--- src/rtl/spi_mosi_burst_tx_if.sv ---
// spi_mosi_burst_tx_if: burst request bus and SPI pin bundle between the display sequencer and the burst engine.
interface spi_mosi_burst_tx_if #(
    parameter int WIDTH = 8,
    parameter int DEPTH = 8,
    parameter int CNT_W = $clog2(DEPTH + 1)
);
    logic                   i_START;
    logic [WIDTH*DEPTH-1:0] i_DATA;
    logic [DEPTH-1:0]       i_DC;
    logic [CNT_W-1:0]       i_N_transmit;
    logic                   o_MOSI;
    logic                   o_SCLK;
    logic                   o_CS;
    logic                   o_DC;
    logic                   o_BUSY;
    logic                   o_DONE;
    logic                   o_FINAL_WORD;
    modport master (
        output i_START, i_DATA, i_DC, i_N_transmit,
        input  o_MOSI, o_SCLK, o_CS, o_DC, o_BUSY, o_DONE, o_FINAL_WORD
    );
    modport slave (
        input  i_START, i_DATA, i_DC, i_N_transmit,
        output o_MOSI, o_SCLK, o_CS, o_DC, o_BUSY, o_DONE, o_FINAL_WORD
    );
endinterface

--- src/rtl/spi_mosi_burst_tx.sv ---
// spi_mosi_burst_tx: snapshots up to DEPTH words and shifts them MSB-first as one SPI mode-0 burst.
// Define SPI_BURST_CS_GAP_EN to raise CS for CS_GAP cycles between consecutive words.
module spi_mosi_burst_tx #(
    parameter int WIDTH         = 8,
    parameter int DEPTH         = 8,
    parameter int CLKS_PER_HALF = 1,
    parameter int CS_GAP        = 2,
    parameter int CNT_W         = $clog2(DEPTH + 1)
) (
    input logic i_SCK,
    input logic i_RST,
    spi_mosi_burst_tx_if.slave bus
);
    localparam int BW = (WIDTH > 1) ? $clog2(WIDTH) : 1;
    localparam int DW = $clog2(2 * CLKS_PER_HALF) > 0 ? $clog2(2 * CLKS_PER_HALF) : 1;
    localparam logic [1:0] IDLE  = 2'd0;
    localparam logic [1:0] SHIFT = 2'd1;
    localparam logic [1:0] DONE  = 2'd3;
`ifdef SPI_BURST_CS_GAP_EN
    localparam logic [1:0] GAP = 2'd2;
    localparam int GW = (CS_GAP > 1) ? $clog2(CS_GAP) : 1;
    logic [GW-1:0] gap_q, gap_d;
`endif
    logic [1:0]             state_q, state_d;
    logic [WIDTH*DEPTH-1:0] data_q, data_d;
    logic [DEPTH-1:0]       dc_q, dc_d;
    logic [CNT_W-1:0]       n_q, n_d, word_q, word_d, n_eff;
    logic [BW-1:0]          bit_q, bit_d;
    logic [DW-1:0]          div_q, div_d;
    logic                   shift, div_last, start_ok;
    logic [WIDTH*DEPTH-1:0] word_bits;
    logic [WIDTH-1:0]       cur_word, cur_shift;
    logic [DEPTH-1:0]       dc_shift;
    assign shift     = state_q == SHIFT;
    assign div_last  = div_q == DW'(2 * CLKS_PER_HALF - 1);
    assign start_ok  = bus.i_START && (state_q == IDLE || state_q == DONE);
    assign n_eff     = (bus.i_N_transmit > CNT_W'(DEPTH)) ? CNT_W'(DEPTH) : bus.i_N_transmit;
    assign word_bits = data_q >> (int'(word_q) * WIDTH);
    assign cur_word  = word_bits[WIDTH-1:0];
    assign cur_shift = cur_word >> bit_q;
    assign dc_shift  = dc_q >> word_q;
    always_comb begin
        state_d = state_q;
        data_d  = data_q;
        dc_d    = dc_q;
        n_d     = n_q;
        word_d  = word_q;
        bit_d   = bit_q;
        div_d   = div_q;
`ifdef SPI_BURST_CS_GAP_EN
        gap_d   = gap_q;
`endif
        if (shift) begin
            div_d = div_last ? '0 : div_q + DW'(1);
            if (div_last && bit_q != '0)
                bit_d = bit_q - BW'(1);
            else if (div_last && word_q == n_q - CNT_W'(1))
                state_d = DONE;
            else if (div_last) begin
                word_d = word_q + CNT_W'(1);
                bit_d  = BW'(WIDTH - 1);
`ifdef SPI_BURST_CS_GAP_EN
                state_d = GAP;
                gap_d   = '0;
`endif
            end
`ifdef SPI_BURST_CS_GAP_EN
        end else if (state_q == GAP) begin
            gap_d   = gap_q + GW'(1);
            state_d = (gap_q == GW'(CS_GAP - 1)) ? SHIFT : GAP;
`endif
        end else begin
            state_d = IDLE;
            if (start_ok) begin
                data_d  = bus.i_DATA;
                dc_d    = bus.i_DC;
                n_d     = n_eff;
                word_d  = '0;
                bit_d   = BW'(WIDTH - 1);
                div_d   = '0;
                state_d = (n_eff == '0) ? DONE : SHIFT;
            end
        end
    end
    always_ff @(posedge i_SCK or posedge i_RST) begin
        if (i_RST) begin
            state_q <= IDLE;
            data_q  <= '0;
            dc_q    <= '0;
            n_q     <= '0;
            word_q  <= '0;
            bit_q   <= '0;
            div_q   <= '0;
`ifdef SPI_BURST_CS_GAP_EN
            gap_q   <= '0;
`endif
        end else begin
            state_q <= state_d;
            data_q  <= data_d;
            dc_q    <= dc_d;
            n_q     <= n_d;
            word_q  <= word_d;
            bit_q   <= bit_d;
            div_q   <= div_d;
`ifdef SPI_BURST_CS_GAP_EN
            gap_q   <= gap_d;
`endif
        end
    end
    // Outputs decode straight from state so an async reset forces them instantly.
    assign bus.o_CS         = !shift;
    assign bus.o_SCLK       = shift && (div_q >= DW'(CLKS_PER_HALF));
    assign bus.o_MOSI       = shift && cur_shift[0];
    assign bus.o_DC         = shift && dc_shift[0];
    assign bus.o_DONE       = state_q == DONE;
    assign bus.o_FINAL_WORD = shift && word_q == n_q - CNT_W'(1);
`ifdef SPI_BURST_CS_GAP_EN
    assign bus.o_BUSY = shift || state_q == GAP;
`else
    assign bus.o_BUSY = shift;
`endif
endmodule
--- src/flat_wrapper.sv ---
// flat-port wrapper written by rule: the top's interface ports become plain ports
module spi_mosi_burst_tx_flat 
#(
    parameter int WIDTH         = 8,
    parameter int DEPTH         = 8,
    parameter int CLKS_PER_HALF = 1,
    parameter int CS_GAP        = 2,
    parameter int CNT_W         = $clog2(DEPTH + 1)
)
  (i_SCK, i_RST, bus_i_START, bus_i_DATA, bus_i_DC, bus_i_N_transmit, bus_o_MOSI, bus_o_SCLK, bus_o_CS, bus_o_DC, bus_o_BUSY, bus_o_DONE, bus_o_FINAL_WORD);
  spi_mosi_burst_tx_if #(.WIDTH(WIDTH), .DEPTH(DEPTH), .CNT_W(CNT_W)) bus_i ();
  input logic i_SCK;
  input logic i_RST;
  input wire logic [$bits(bus_i.i_START)-1:0] bus_i_START;
  input wire logic [$bits(bus_i.i_DATA)-1:0] bus_i_DATA;
  input wire logic [$bits(bus_i.i_DC)-1:0] bus_i_DC;
  input wire logic [$bits(bus_i.i_N_transmit)-1:0] bus_i_N_transmit;
  output wire logic [$bits(bus_i.o_MOSI)-1:0] bus_o_MOSI;
  output wire logic [$bits(bus_i.o_SCLK)-1:0] bus_o_SCLK;
  output wire logic [$bits(bus_i.o_CS)-1:0] bus_o_CS;
  output wire logic [$bits(bus_i.o_DC)-1:0] bus_o_DC;
  output wire logic [$bits(bus_i.o_BUSY)-1:0] bus_o_BUSY;
  output wire logic [$bits(bus_i.o_DONE)-1:0] bus_o_DONE;
  output wire logic [$bits(bus_i.o_FINAL_WORD)-1:0] bus_o_FINAL_WORD;
  assign bus_i.i_START = bus_i_START;
  assign bus_i.i_DATA = bus_i_DATA;
  assign bus_i.i_DC = bus_i_DC;
  assign bus_i.i_N_transmit = bus_i_N_transmit;
  assign bus_o_MOSI = bus_i.o_MOSI;
  assign bus_o_SCLK = bus_i.o_SCLK;
  assign bus_o_CS = bus_i.o_CS;
  assign bus_o_DC = bus_i.o_DC;
  assign bus_o_BUSY = bus_i.o_BUSY;
  assign bus_o_DONE = bus_i.o_DONE;
  assign bus_o_FINAL_WORD = bus_i.o_FINAL_WORD;
  spi_mosi_burst_tx #(.WIDTH(WIDTH), .DEPTH(DEPTH), .CLKS_PER_HALF(CLKS_PER_HALF), .CS_GAP(CS_GAP), .CNT_W(CNT_W)) u_core (.i_SCK(i_SCK), .i_RST(i_RST), .bus(bus_i));
endmodule
--- config.mk ---
export PLATFORM = sky130hd
export DESIGN_NAME = spi_mosi_burst_tx_flat
export DESIGN_NICKNAME = d
export VERILOG_FILES = /design/src/rtl/spi_mosi_burst_tx_if.sv /design/src/rtl/spi_mosi_burst_tx.sv /design/src/flat_wrapper.sv
export SDC_FILE = /design/constraint.sdc
export NUM_CORES = 1
export LEC_CHECK = 0
export BUFFER_PORTS_ARGS = -buffer_cell sky130_fd_sc_hd__buf_4
export CORE_ASPECT_RATIO = 0.5
export CORE_MARGIN = 10
export CORE_UTILIZATION = 53
export CTS_BUF_LIST = sky130_fd_sc_hd__clkbuf_16
export DETAILED_ROUTE_END_ITERATION = 7
export GPL_ROUTABILITY_DRIVEN = 0
export GPL_TIMING_DRIVEN = 0
export PLACE_DENSITY = 0.77
export SYNTH_ARGS = -nofsm -noshare
export SYNTH_HDL_FRONTEND = slang
export SYNTH_SLANG_ARGS = --single-unit
--- constraint.sdc ---
create_clock -name i_SCK -period 3.6 [get_ports i_SCK]
set_input_delay 0.18 -clock i_SCK [delete_from_list [all_inputs] [get_ports i_SCK]]
set_output_delay 0.18 -clock i_SCK [all_outputs]
set_load 0.005 [all_outputs]
Word level (Yosys, flattened, before mapping)
Index checks and enable logic that the tools add are counted.
{ "totals": {"register_bits": 86, "input_bits": 79, "output_inout_bits": 7, "elab_cells": 62} }
{ "op_classes": {"add_sub_neg": 4, "order_cmp": 2, "n_eq_ne": 9, "shifts": 3, "muxes": 19, "bitwise": 1, "reduce_logical": 17} }
{ "ops": {"columns": ["cell", "count"], "rows": [
  ["$shr A64 B7 Y8", 1],
  ["$mux W4", 6],
  ["$mux W3", 5],
  ["$mux W2", 5],
  ["$shr A8 B3 Y1", 1],
  ["$shr A8 B4 Y1", 1],
  ["$logic_and A1 B1 Y1", 7],
  ["$ne A2 B2 Y1 const B", 3],
  ["$add A4 B1 Y4 const B", 1],
  ["$eq A4 B4 Y1", 1],
  ["$gt A4 B4 Y1 const B", 1],
  ["$logic_not A4 Y1", 1],
  ["$reduce_and A2 Y1", 2],
  ["$reduce_and A4 Y1", 1],
  ["$sub A4 B1 Y4 const B", 1],
  ["$mux W1", 3],
  ["$ne A3 B2 Y1 const B", 1],
  ["$ne A3 B3 Y1 const B", 1],
  ["$reduce_and A3 Y1", 1],
  ["$reduce_bool A3 Y1", 1],
  ["$sub A3 B1 Y3 const B", 1],
  ["$eq A2 B1 Y1 const B", 1],
  ["$eq A2 B2 Y1 const B", 1],
  ["$logic_not A2 Y1", 1],
  ["other kinds (7)", 7]
]} }

Depth between registers and ports, before layout
Gate-level depths: netlist of run 1.
{ "depth": {"ltp_word": 6, "ltp_mapped": 9, "mapped_depth_nobuf": 8} }

Least setup slack after synthesis of run 1
OpenSTA, ideal clock, no wires.
{ "synth_path": {"path_type": "register -> register", "startpoint": "reg u_core.state_q[0]", "endpoint": "reg u_core.word_q[2]", "setup_time_ns": 0.120, "arrival_time_ns": 1.786, "t_required_ns": 3.480, "path_slack_ns": 1.694, "path_stages_with_launch": 8, "n_path_buf": 2, "synth_period_minus_slack_ns": 1.906, "cell_sequence": "dfrtp_1 > ha_1 > inv_1 > and3_1 > clkbuf_1 > clkbuf_1 > nor2_1 > a31o_2"} }
{ "synth_via": {"elab_cells_between_ends": 11, "cone_classes": "eq/ne: 5; mux: 1; reduce/logical: 5"} }
{ "synth_lines": {"columns": ["element", "line", "source"], "rows": [
  ["from (decl)", "spi_mosi_burst_tx.sv:24", "logic [1:0] state_q, state_d;"],
  ["from (signal assigned)", "spi_mosi_burst_tx.sv:98", "state_q <= state_d;"],
  ["$eq A2 B1 Y1 *", "spi_mosi_burst_tx.sv:34", "assign shift = state_q == SHIFT;"],
  ["via bus_o_BUSY", "flat_wrapper.sv:22", "output wire logic [$bits(bus_i.o_BUSY)-1:0] bus_o_BUSY;"],
  ["$ne A2 B1 Y1 (no line), or another cell as far along", null, null],
  ["$reduce_and A4 Y1 (no line)", null, null],
  ["to (signal assigned)", "spi_mosi_burst_tx.sv:102", "word_q <= word_d;"],
  ["to (decl)", "spi_mosi_burst_tx.sv:27", "logic [CNT_W-1:0] n_q, n_d, word_q, word_d, n_eff;"]
]} }
The timed path passes the listed nets; every way through them passes the cells marked *.
A chain may end at the register's enable or synchronous reset.

Final worst setup path of run 1
{ "layout_path": {"startpoint": "reg u_core.word_q[1]", "endpoint": "out bus_o_MOSI"} }
{ "layout_via": {"elab_chain_cells": 3} }
{ "layout_rtl": {"columns": ["element", "line", "source"], "rows": [
  ["$shr A64 B7 Y8", "spi_mosi_burst_tx.sv:38", "assign word_bits = data_q >> (int'(word_q) * WIDTH);"],
  ["$shr A8 B3 Y1", "spi_mosi_burst_tx.sv:40", "assign cur_shift = cur_word >> bit_q;"],
  ["$logic_and A1 B1 Y1", "spi_mosi_burst_tx.sv:113", "assign bus.o_MOSI = shift && cur_shift[0];"],
  ["to (decl)", "flat_wrapper.sv:18", "output wire logic [$bits(bus_i.o_MOSI)-1:0] bus_o_MOSI;"]
]} }
No other way between the ends.

==> impl_metrics.env, run 1 <==
export IMPL_crit_path_start_kind="flip-flop"
export IMPL_grt_util_all_layers_pct=17.8
export IMPL_timing_max_transition_violations_final=0
export IMPL_combined_area_of_all_synthesized_cells_um2=4240
export IMPL_dr_first_iter_drc_count=185
export IMPL_synth_distinct_cells=41
export IMPL_cts_inserted_buffers=9
export IMPL_type_of_the_worst_setup_path="reg -> out"
export IMPL_crit_path_cell_trace="buf_4, buf_2, mux4_1, mux2i_1, nor3_1, a21oi_1, a32oi_1, buf_4"
export IMPL_maximum_ir_drop_on_the_vdd_rail_v=0.000351
export IMPL_die_area_um2=12200
export IMPL_grt_first_pass_wirelength_um=17800
export IMPL_post_drt_via_cell_ratio=5.22
export IMPL_setup_slack_ns=0.972
export IMPL_syn_avg_cell_area_um2=9.35
export IMPL_post_cts_repair_setup_buffers=0
export IMPL_setup_violations=0
export IMPL_area_delta_synth_final_pct=26.4
export IMPL_num_antenna_cells=0
export IMPL_period_minus_slack_ns=2.63
export IMPL_dp_final_hpwl_um=7930
export IMPL_post_route_ant_nets=0
export IMPL_grt_remaining_overflow=0
export IMPL_layout_cells_most_common="sky130_fd_sc_hd__nand2_1"
export IMPL_yosysSeqAreaShare_pct=50.8
export IMPL_drt_total_wl_um=10800
export IMPL_cts_tree="yes"
export IMPL_hold_path_startpoint="bus_i_DATA[46]"
export IMPL_timing_rr_end="u_core.data_q[63]"
export IMPL_critical_path_max_fanout=10
export IMPL_htreeDepth=3
export IMPL_first_drt_pass_iteration_count=4
export IMPL_place_area_um2=5040
export IMPL_cts_repair_resize_count=0
export IMPL_worstSkewPairLatency_ns=0.34
export IMPL_cts_sinks=86
export IMPL_hold_worst_slack_ns=0.0238
export IMPL_unrepaired_setup_endpoints_after_global_routing="false"
export IMPL_synthCells=453
export IMPL_die_width_um=146
export IMPL_std_cell_rows=22
export IMPL_synth_nets=538
export IMPL_worst_r2r_cell_count=7
export IMPL_place_worst_setup_slack_ns=1.28
export IMPL_delay_of_the_slowest_cell_on_the_worst_path_ns=0.50
export IMPL_worst_endpoint_required_ns=3.42
export IMPL_grt_pass1_vias=3635
export IMPL_grt_start_max_net_pins=65
export IMPL_cap_violations=0
export IMPL_worst_ep_arrival_time_ns=2.45
export IMPL_route_vias_total=3459
export IMPL_hold_path_class="in -> reg"
export IMPL_final_sum_of_negative_setup_slack_ns=0
export IMPL_detail_route_drc_violations=0
export IMPL_cpMaxStageDelayCell="sky130_fd_sc_hd__dfrtp_1"
export IMPL_finalNetCount=636
export IMPL_initial_utilization_pct=56.2
export IMPL_endpoint_kind="primary output"
export IMPL_clk_pin_slew_ns=0.06
export IMPL_capture_endpoint_of_the_worst_hold_path="u_core.data_q[46]"
export IMPL_timing_fmax_mhz=380
export IMPL_drive_above_1_share_pct=20.2
export IMPL_finalHoldViolCount=0
export IMPL_count_of_buffers_from_port_buffering=85
export IMPL_slew_headroom_pct=52.0
export IMPL_clock_path_buffers=2
export IMPL_status="finished clean"
export IMPL_postSynthRegisterBits=86
export IMPL_cts_root_buf="sky130_fd_sc_hd__clkbuf_16"
export IMPL_setup_reg_to_reg_worst_slack_ns=1.25
export IMPL_rr_startpoint="u_core.state_q[0]"
export IMPL_power_leakage_nw=2.79
export IMPL_clock_skew_ns=0.00286
export IMPL_most_frequent_cells_in_the_layout="sky130_fd_sc_hd__nand2_1 (230), sky130_fd_sc_hd__buf_4 (87), sky130_fd_sc_hd__dfrtp_1 (86), sky130_fd_sc_hd__clkbuf_1 (19), sky130_fd_sc_hd__mux4_1 (14)"
export IMPL_yosys_warnings=0
export IMPL_design_area_um2=5350
export IMPL_fp_coreArea_um2=7540
export IMPL_transition_time_at_the_pin_with_the_least_slew_margin_ns=0.720
export IMPL_timing_hold_worst_path_depth=3
export IMPL_number_of_antenna_violations_at_the_first_check_in_global_routing=0
export IMPL_final_period_util_pct=73.0
export IMPL_ioPinCount=86
export IMPL_total_power_mw=4.22
export IMPL_dieHeight_um=83.2
export IMPL_routedWlPerCell_um=16.3
export IMPL_p_per_area_nw_per_um2=788
export IMPL_critPathMostFrequentCell="sky130_fd_sc_hd__buf_4"
-- how the worst max path moves through the flow --
stage                     depth (start not counted)               from                 to  slack (ns)
final                                             8   u_core.word_q[1]         bus_o_MOSI        0.97
after detailed placement                          7  u_core.state_q[0]  u_core.data_q[63]        1.28
after floorplan                                   1              i_RST    u_core.bit_q[0]        1.20
after global placement                            2              i_RST      u_core.n_q[2]        0.18
after CTS                                         8   u_core.word_q[1]         bus_o_MOSI        0.95
after global routing                              8   u_core.word_q[1]         bus_o_MOSI        0.83
-- area by class of cell --
| cell class | count | area [um2] |
|---|---|---|
| plain buffers | 24 | 123 |
| clock buffers | 9 | 225 |
| clock inverters | 6 | 78.8 |
| fillers | 613 | 2190 |
| inverters | 10 | 40.0 |
| multi-input cells | 333 | 1920 |
| flip-flops and latches | 86 | 2150 |
| well taps | 108 | 135 |
| repair buffers | 87 | 676 |
-- metrics by stage --
step | cells | util (%)
2_1_floorplan | 453 | -
3_5_place_dp | 647 | 66.8
3_3_place_gp | 646 | 66.4
6_report | 663 | 71.0
4_1_cts | 663 | 71.0
5_1_grt | 663 | 71.0
-- power breakdown --
group          switching (mW)  total, mW  internal, mW
clock                   0.366      0.963         0.597
sequential              0.252       1.66          1.40
combinational           0.881       1.60         0.722
total                    1.50       4.22          2.72
-- layer usage --
layer / global-route usage [%] / routed length [um]
met1: 23.9 / 4930
met2: 27.2 / 5020
met3: 5.19 / 706
met4: 5.65 / 134
met5: 0 / 0
-- cells by family (layout without fill, tap and decap cells) --
| group | after synthesis | in the layout | share of synthesized area (%) |
|---|---|---|---|
| XOR/XNOR | 6 | 6 | 1.57 |
| multiplexers | 29 | 29 | 12.9 |
| flip-flops | 86 | 86 | 50.8 |
| AO/OA/AOI/OAI | 29 | 29 | 4.55 |
| AND/OR/NAND/NOR | 263 | 263 | 24.7 |
| adder cells (fa/ha/maj) | 6 | 6 | 1.77 |
| buffers and inverters | 34 | 136 | 3.78 |
-- timing repair --
| action | in CTS | in global routing |
|---|---|---|
| hold buffers | 1 | 0 |
| endpoints found under the setup margin | 0 | 0 |
| hold endpoints to repair | 22 | 0 |
-- cells in the mapped netlist (all sizes together) --
library cell    n  area [um2]
nor3            8        40.0
xor2            2        17.5
nand3b          2        15.0
nand2         230         863
clkbuf         19        71.3
or4             3        22.5
xnor2           3        26.3
or2             1        6.26
dfrtp          86        2150
ha              6        75.1
a31oi           3        18.8
mux2i          11         110
a32oi           2        17.5
buf             5        51.3
o22a            2        17.5
o32a            1        10.0
o31ai           1        7.51
nand3           3        15.0
nand2b          4        25.0
or3             1        6.26
and3            1        6.26
a311oi          1        8.76
nor2            7        26.3
nor2b           1        6.26
o21ai          11        55.1
mux2            2        22.5
inv            10        37.5
o22ai           3        25.0
and2            1        6.26
nand4           1        6.26
o2bb2ai         1        8.76
a31o            1        8.76
xnor3           1        22.5
mux4           16         413
a21oi           3        15.0
-- worst max-delay path, delay by kind of cell (launching register included) --
| kind | cells | cell delay, ns |
|---|---|---|
| buf+inv | 3 | 0.72 |
| simple gates | 1 | 0.06 |
| compound gates | 2 | 0.25 |
| flops | 1 | 0.50 |
| mux | 2 | 0.57 |
-- flip-flops by register name, summed over array words and instances, names as in the netlist --
register and cells:
u_core.n_q 4, u_core.bit_q 3, u_core.word_q 4, u_core.state_q 2
u_core.data_q 64, u_core.div_last 1, u_core.dc_q 8
Power figures use the tool's default switching activity.
==> run 2: changes to the inputs <==
clock period = 2.7 ns   (was 3.6 ns; I/O delays follow)
==> impl_metrics.env, run 2 (synthesis results as in run 1) <==
export IMPL_p_int_mw=3.69
export IMPL_detail_route_drc_violations=0
export IMPL_failing_checks="negative hold slack"
export IMPL_dieHeight_um=83.2
export IMPL_layout_core_utilization_pct=79.3
export IMPL_post_drt_via_cell_ratio=5.23
export IMPL_setup_violations=0
export IMPL_cts_inserted_buffers=9
export IMPL_largest_register_ff_count=64
export IMPL_worst_ep_arrival_time_ns=2.40
export IMPL_layout_filler_cells=495
export IMPL_cts_tree="yes"
export IMPL_initial_utilization_pct=56.2
export IMPL_number_of_antenna_violations_at_the_first_check_in_global_routing=0
export IMPL_critPathMostFrequentCell="sky130_fd_sc_hd__buf_4"
export IMPL_worst_r2r_cell_count=7
export IMPL_route_vias_total=3793
export IMPL_period_minus_slack_ns=2.53
export IMPL_max_flop_register="u_core.data_q"
export IMPL_dp_final_hpwl_um=7930
export IMPL_p_comb_share_pct=38.9
export IMPL_worst_endpoint_required_ns=2.57
export IMPL_clk_pin_slew_ns=0.06
export IMPL_crit_path_cell_trace="buf_4, mux4_1, nor3_1, or4_1, a32oi_1, buf_4"
export IMPL_rr_startpoint="u_core.state_q[0]"
export IMPL_crit_start="u_core.word_q[1]"
export IMPL_total_power_mw=5.74
export IMPL_grt_start_max_net_pins=65
export IMPL_grt_pass1_vias=4014
export IMPL_maximum_ir_drop_on_the_vdd_rail_v=0.000460
export IMPL_post_route_ant_nets=0
export IMPL_p_per_area_nw_per_um2=960
export IMPL_die_width_um=146
export IMPL_total_switching_power_mw=2.05
export IMPL_power_leakage_nw=3.04
export IMPL_hold_path_startpoint="bus_i_DATA[19]"
export IMPL_drive_above_1_share_pct=18.0
export IMPL_critical_path_max_fanout=19
export IMPL_hold_worst_slack_ns=-0.00197
export IMPL_die_area_um2=12200
export IMPL_finalHoldViolCount=1
export IMPL_crit_path_start_kind="flip-flop"
export IMPL_std_cell_rows=22
export IMPL_worst_path_dominant_cell_family="simple AND/OR/NAND/NOR gates"
export IMPL_unrepaired_setup_endpoints_after_global_routing="false"
export IMPL_worstSkewPairLatency_ns=0.34
export IMPL_cts_sinks=86
export IMPL_area_delta_synth_final_pct=41.1
export IMPL_seqPwrFrac_pct=38.6
export IMPL_transition_time_at_the_pin_with_the_least_slew_margin_ns=0.708
export IMPL_count_of_buffers_from_port_buffering=85
export IMPL_routedWlPerCell_um=16.5
export IMPL_endpoint_kind="primary output"
export IMPL_ioPinCount=86
export IMPL_place_worst_setup_slack_ns=0.382
export IMPL_capture_endpoint_of_the_worst_hold_path="u_core.data_q[19]"
export IMPL_clock_path_buffers=2
export IMPL_delay_of_the_slowest_cell_on_the_worst_path_ns=0.50
export IMPL_htreeDepth=3
export IMPL_post_cts_repair_setup_buffers=0
export IMPL_cts_repair_resize_count=0
export IMPL_hold_path_class="in -> reg"
export IMPL_clock_skew_ns=0.00451
export IMPL_timing_fmax_mhz=395
export IMPL_fp_coreArea_um2=7540
export IMPL_grt_first_pass_wirelength_um=19900
export IMPL_num_antenna_cells=0
export IMPL_most_frequent_cells_in_the_layout="sky130_fd_sc_hd__nand2_1 (230), sky130_fd_sc_hd__buf_4 (87), sky130_fd_sc_hd__dfrtp_1 (86), sky130_fd_sc_hd__dlygate4sd3_1 (64), sky130_fd_sc_hd__clkbuf_1 (19)"
export IMPL_dr_first_iter_drc_count=250
export IMPL_timing_hold_worst_path_depth=3
export IMPL_layout_cells_most_common="sky130_fd_sc_hd__nand2_1"
export IMPL_finalNetCount=698
export IMPL_timing_critical_path_buf_inv=2
export IMPL_timing_max_transition_violations_final=0
export IMPL_grt_remaining_overflow=0
export IMPL_first_drt_pass_iteration_count=5
export IMPL_power_share_clock_pct=22.5
export IMPL_cpMaxStageDelayCell="sky130_fd_sc_hd__dfrtp_1"
export IMPL_final_period_util_pct=93.8
export IMPL_cts_root_buf="sky130_fd_sc_hd__clkbuf_16"
export IMPL_status="complete, but fails checks"
export IMPL_grt_util_all_layers_pct=19.9
export IMPL_setup_reg_to_reg_worst_slack_ns=0.33
export IMPL_drt_total_wl_um=11900
export IMPL_proportion_of_total_power_due_to_net_switching_pct=35.7
export IMPL_type_of_the_worst_setup_path="reg -> out"
export IMPL_timing_rr_end="u_core.data_q[63]"
export IMPL_setup_slack_ns=0.167
export IMPL_cap_violations=0
export IMPL_slew_headroom_pct=52.8
export IMPL_biggestRegsByFlops="u_core.data_q (64), u_core.dc_q (8)"
==> run 2: changes by cell type in the layout (fill, tap and decap cells not counted), sizes merged <==
cell / before / now
buf: 91 / 90
dlygate4sd3: 1 / 64
==> run 2: cell type report <==
type	instances	area, um2	share of cell area [%]
repair buffers	150	1310	21.8
flip-flops and latches	86	2150	36.0
clock inverters	6	78.8	1.32
clock buffers	9	225	3.77
well taps	108	135	2.26
inverters	10	40.0	0.670
multi-input cells	333	1920	32.2
plain buffers	23	118	1.97
==> run 2: tightest hold or removal path: cells and delay by family <==
family | cells | cell delay (ns)
buf+inv | 1 | 0.08
simple gates | 2 | 0.09
==> run 2: power by group through the flow <==
| stage | registers (mW) | logic, mW | clock network [mW] |
|---|---|---|---|
| final | 2.21 | 2.23 | 1.29 |
| after detailed placement | 2.21 | 2.12 | 0 |
| after global placement | 2.20 | 2.05 | 0 |
| after global routing | 2.28 | 2.48 | 1.36 |
| after floorplan | 2.11 | 1.56 | 0 |
| after CTS | 2.20 | 2.22 | 1.30 |
==> run 2: what timing repair did <==
item / CTS / global route
hold buffers: 64 / 0
hold endpoints to repair: 85 / 0
setup endpoints to repair: 0 / 1
==> run 2: routing by layer <==
layer,global-route usage [%],wire length [um],vias to the layer above
li1,-,-,1817
met1,25.3,5040,1809
met2,32.7,5820,152
met3,5.41,944,15
met4,5.92,143,0
met5,0,0,-
==> run 2: worst max-delay path by stage <==
stage	to	depth (start not counted)
after CTS	bus_o_MOSI	8
after global routing	bus_o_MOSI	7
after global placement	u_core.n_q[2]	2
after detailed placement	u_core.data_q[63]	7
final	bus_o_MOSI	6
after floorplan	u_core.bit_q[0]	1
==> run 2: stage by stage <==
stage	std cells	TNS, ns	area, um2
6_report	725	0	5980
3_5_place_dp	647	0	5040
2_1_floorplan	453	0	4240
5_1_grt	725	0	5980
3_3_place_gp	646	-57.71	5010
4_1_cts	726	0	5980
==> run 3: changes to the inputs <==
ABC_AREA = 1   (was unset)
==> impl_metrics.env, run 3 <==
export IMPL_yosys_warnings=0
export IMPL_period_minus_slack_ns=2.28
export IMPL_type_of_the_worst_setup_path="reg -> out"
export IMPL_max_flop_register="u_core.data_q"
export IMPL_finalHoldViolCount=3
export IMPL_die_width_um=147
export IMPL_number_of_antenna_violations_at_the_first_check_in_global_routing=0
export IMPL_htreeDepth=3
export IMPL_yosysSeqAreaShare_pct=50.7
export IMPL_cpMaxStageDelayCell="sky130_fd_sc_hd__dfrtp_1"
export IMPL_dieHeight_um=83.3
export IMPL_worst_ep_arrival_time_ns=2.14
export IMPL_delay_of_the_slowest_cell_on_the_worst_path_ns=0.38
export IMPL_post_route_ant_nets=0
export IMPL_endpoint_kind="primary output"
export IMPL_cts_repair_resize_count=0
export IMPL_ys_top_cells_by_count="sky130_fd_sc_hd__nand2_1 (320), sky130_fd_sc_hd__dfrtp_1 (86), sky130_fd_sc_hd__nand3_1 (35), sky130_fd_sc_hd__nor2_1 (21), sky130_fd_sc_hd__o21ai_0 (17)"
export IMPL_crit_path_start_kind="flip-flop"
export IMPL_total_switching_power_mw=0.784
export IMPL_layout_core_utilization_pct=77.5
export IMPL_postSynthRegisterBits=86
export IMPL_synth_adder_area_share_pct=1.77
export IMPL_cts_root_buf="sky130_fd_sc_hd__clkbuf_16"
export IMPL_post_cts_repair_setup_buffers=0
export IMPL_critical_path_max_fanout=10
export IMPL_cts_inserted_buffers=9
export IMPL_combined_area_of_all_synthesized_cells_um2=4250
export IMPL_setup_violations=0
export IMPL_p_per_area_nw_per_um2=541
export IMPL_drive_above_1_share_pct=17.8
export IMPL_grt_remaining_overflow=0
export IMPL_synth_async_reset_ratio_pct=100
export IMPL_hold_path_class="in -> reg"
export IMPL_largest_register_ff_count=64
export IMPL_grt_util_all_layers_pct=20.8
export IMPL_fp_coreArea_um2=7540
export IMPL_p_int_mw=2.38
export IMPL_timing_critical_path_buf_inv=4
export IMPL_place_worst_setup_slack_ns=0.753
export IMPL_std_cell_rows=22
export IMPL_transition_time_at_the_pin_with_the_least_slew_margin_ns=0.460
export IMPL_synth_compound_gate_area_share_pct=4.74
export IMPL_synth_nets=655
export IMPL_synth_xor_xnor_area_share_pct=1.44
export IMPL_maximum_ir_drop_on_the_vdd_rail_v=0.000328
export IMPL_timing_fmax_mhz=439
export IMPL_worst_path_dominant_cell_family="simple AND/OR/NAND/NOR gates"
export IMPL_clock_path_buffers=2
export IMPL_post_drt_via_cell_ratio=5.09
export IMPL_slew_headroom_pct=69.3
export IMPL_detail_route_drc_violations=0
export IMPL_syn_avg_cell_area_um2=7.45
export IMPL_main_combinational_cell_family_by_area_after_synthesis="simple AND/OR/NAND/NOR gates"
export IMPL_hold_worst_slack_ns=-0.00339
export IMPL_unrepaired_setup_endpoints_after_global_routing="false"
export IMPL_area_delta_synth_final_pct=37.6
export IMPL_proportion_of_total_power_due_to_net_switching_pct=24.8
export IMPL_grt_first_pass_wirelength_um=20800
export IMPL_timing_max_transition_violations_final=0
export IMPL_grt_start_max_net_pins=60
export IMPL_ioPinCount=86
export IMPL_count_of_buffers_from_port_buffering=85
export IMPL_seqPwrFrac_pct=44.2
export IMPL_worst_endpoint_required_ns=2.57
export IMPL_num_antenna_cells=0
export IMPL_synth_largest_area_cell="sky130_fd_sc_hd__dfrtp_1"
export IMPL_clk_pin_slew_ns=0.06
export IMPL_grt_pass1_vias=4154
export IMPL_failing_checks="negative hold slack"
export IMPL_p_comb_share_pct=13.2
export IMPL_first_drt_pass_iteration_count=6
export IMPL_cap_violations=0
export IMPL_initial_utilization_pct=56.3
export IMPL_synthMostInstantiatedCell="sky130_fd_sc_hd__nand2_1"
export IMPL_drt_total_wl_um=12800
export IMPL_routedWlPerCell_um=15.4
export IMPL_synth_enable_flop_cells=0
export IMPL_cts_sinks=86
export IMPL_setup_slack_ns=0.421
export IMPL_most_frequent_cells_in_the_layout="sky130_fd_sc_hd__nand2_1 (320), sky130_fd_sc_hd__buf_4 (91), sky130_fd_sc_hd__dfrtp_1 (86), sky130_fd_sc_hd__dlygate4sd3_1 (47), sky130_fd_sc_hd__nand3_1 (35)"
export IMPL_finalNetCount=799
export IMPL_layout_cells_most_common="sky130_fd_sc_hd__nand2_1"
export IMPL_worstSkewPairLatency_ns=0.35
export IMPL_synth_top_cells_by_area="sky130_fd_sc_hd__dfrtp_1 (51%), sky130_fd_sc_hd__nand2_1 (28%), sky130_fd_sc_hd__nand3_1 (4.1%), sky130_fd_sc_hd__o21ai_0 (2.0%), sky130_fd_sc_hd__a21oi_1 (1.9%)"
export IMPL_final_period_util_pct=84.4
export IMPL_synthCells=570
export IMPL_power_leakage_nw=3.15
export IMPL_dp_final_hpwl_um=8990
export IMPL_synthMuxAreaShare_pct=0
export IMPL_synth_distinct_cells=29
export IMPL_crit_path_cell_trace="buf_4, inv_4, buf_4, nand2_1, nand3_1, nand3_1, nand3_1, nand3_1, nand3_1, nand2_1, nor2_1, buf_4"
export IMPL_biggestRegsByFlops="u_core.data_q (64), u_core.dc_q (8)"
export IMPL_dr_first_iter_drc_count=413
export IMPL_synth_top_cell_area_share_pct=50.7
export IMPL_critPathMostFrequentCell="sky130_fd_sc_hd__nand3_1"
export IMPL_area_share_of_and_or_nand_nor_cells_after_synthesis_pct=36.0
export IMPL_dominantRegCellSynth="sky130_fd_sc_hd__dfrtp_1"
export IMPL_layout_filler_cells=583
export IMPL_power_share_clock_pct=42.6
export IMPL_status="complete, but fails checks"
export IMPL_route_vias_total=4213
export IMPL_die_area_um2=12200
export IMPL_cts_tree="yes"
export IMPL_clock_skew_ns=0.00626
[run 3: cell types whose count changed after synthesis, moves of 6 or more]
cell                       change
sky130_fd_sc_hd__inv_1         +6
sky130_fd_sc_hd__nand3_1      +32
sky130_fd_sc_hd__nand2_1      +90
sky130_fd_sc_hd__buf_2         +6
sky130_fd_sc_hd__mux4_1       -14
sky130_fd_sc_hd__nor2_1       +14
sky130_fd_sc_hd__clkbuf_1      -9
sky130_fd_sc_hd__mux2i_1      -11
sky130_fd_sc_hd__nor3_1        -6
sky130_fd_sc_hd__a21oi_1      +13
sky130_fd_sc_hd__o21ai_0       +6
[run 3: stage by stage]
| step | hold WS, ns | setup TNS [ns] | area [um2] | power (mW) | cells |
|---|---|---|---|---|---|
| 5_1_grt | 0.00189 | 0 | 5840 | 3.27 | 827 |
| 4_1_cts | 0.000124 | 0 | 5840 | 3.16 | 827 |
| 6_report | -0.00339 | 0 | 5840 | 3.16 | 827 |
| 2_1_floorplan | 0.252 | 0 | 4250 | 1.60 | 570 |
| 3_3_place_gp | 0.336 | -59.91 | 5020 | 1.76 | 763 |
| 3_5_place_dp | 0.151 | 0 | 5050 | 1.78 | 764 |
[run 3: worst paths after layout]
kind | start | end | slack [ns] | cells after the start
worst max-delay path | u_core.word_q[0] | bus_o_MOSI | 0.42 | 12
worst min register to register | u_core.dc_q[5] | u_core.dc_q[5] | 0.47 | 2
worst max register to register | u_core.state_q[1] | u_core.n_q[2] | 0.75 | 7
min in group asynchronous | i_RST | u_core.state_q[1] | 0.34 | 3
worst min-delay path | bus_i_DATA[53] | u_core.data_q[53] | -0.003 | 3
max in group asynchronous | i_RST | u_core.data_q[11] | 1.75 | 4
[run 3: power by group through the flow]
stage	Clock [mW]	Sequential (mW)	Combinational, mW
final	1.35	1.40	0.417
after global routing	1.40	1.40	0.468
after CTS	1.35	1.40	0.415
after detailed placement	0	1.42	0.358
after global placement	0	1.42	0.342
after floorplan	0	1.40	0.200
[run 3: cell families after synthesis]
family,Yosys count
AOI/OAI and AO/OA,38
xor gates and xnor gates,7
adders and majority gates,6
buffers and inverters,48
DFF,86
and+or+nand+nor,385
[run 3: per-layer routing]
| layer | up-vias | GRT usage, % | wire length [um] |
|---|---|---|---|
| met5 | - | 0 | 0 |
| met4 | 0 | 6.46 | 251 |
| met3 | 24 | 6.76 | 1020 |
| met2 | 181 | 30.6 | 5610 |
| met1 | 1951 | 28.3 | 5880 |
| li1 | 2057 | - | - |
[run 3: area by class of cell]
| cell class | instances | area [um2] | area share, % |
|---|---|---|---|
| Tap cell | 108 | 135 | 2.31 |
| Clock inverter | 7 | 97.6 | 1.67 |
| Sequential cell | 86 | 2150 | 36.8 |
| Clock buffer | 9 | 225 | 3.85 |
| Inverter | 21 | 83.8 | 1.43 |
| Multi-Input combinational cell | 436 | 1870 | 31.9 |
| Timing Repair Buffer | 133 | 1140 | 19.4 |
| Buffer | 27 | 148 | 2.53 |
[run 3: worst reg2reg max path: cells and delay by family (launching register included)]
| kind | cells | cell delay [ns] |
|---|---|---|
| DFF | 1 | 0.35 |
| AOI/OAI and AO/OA | 1 | 0.29 |
| buffers and inverters | 3 | 0.53 |
| and+or+nand+nor | 2 | 0.41 |
| adders and majority gates | 1 | 0.26 |
[run 3: timing repair]
action / 4_1_cts / 5_1_grt
setup endpoints to repair: 0 / 0
endpoints found under the hold margin: 73 / 0
hold buffers: 47 / 0
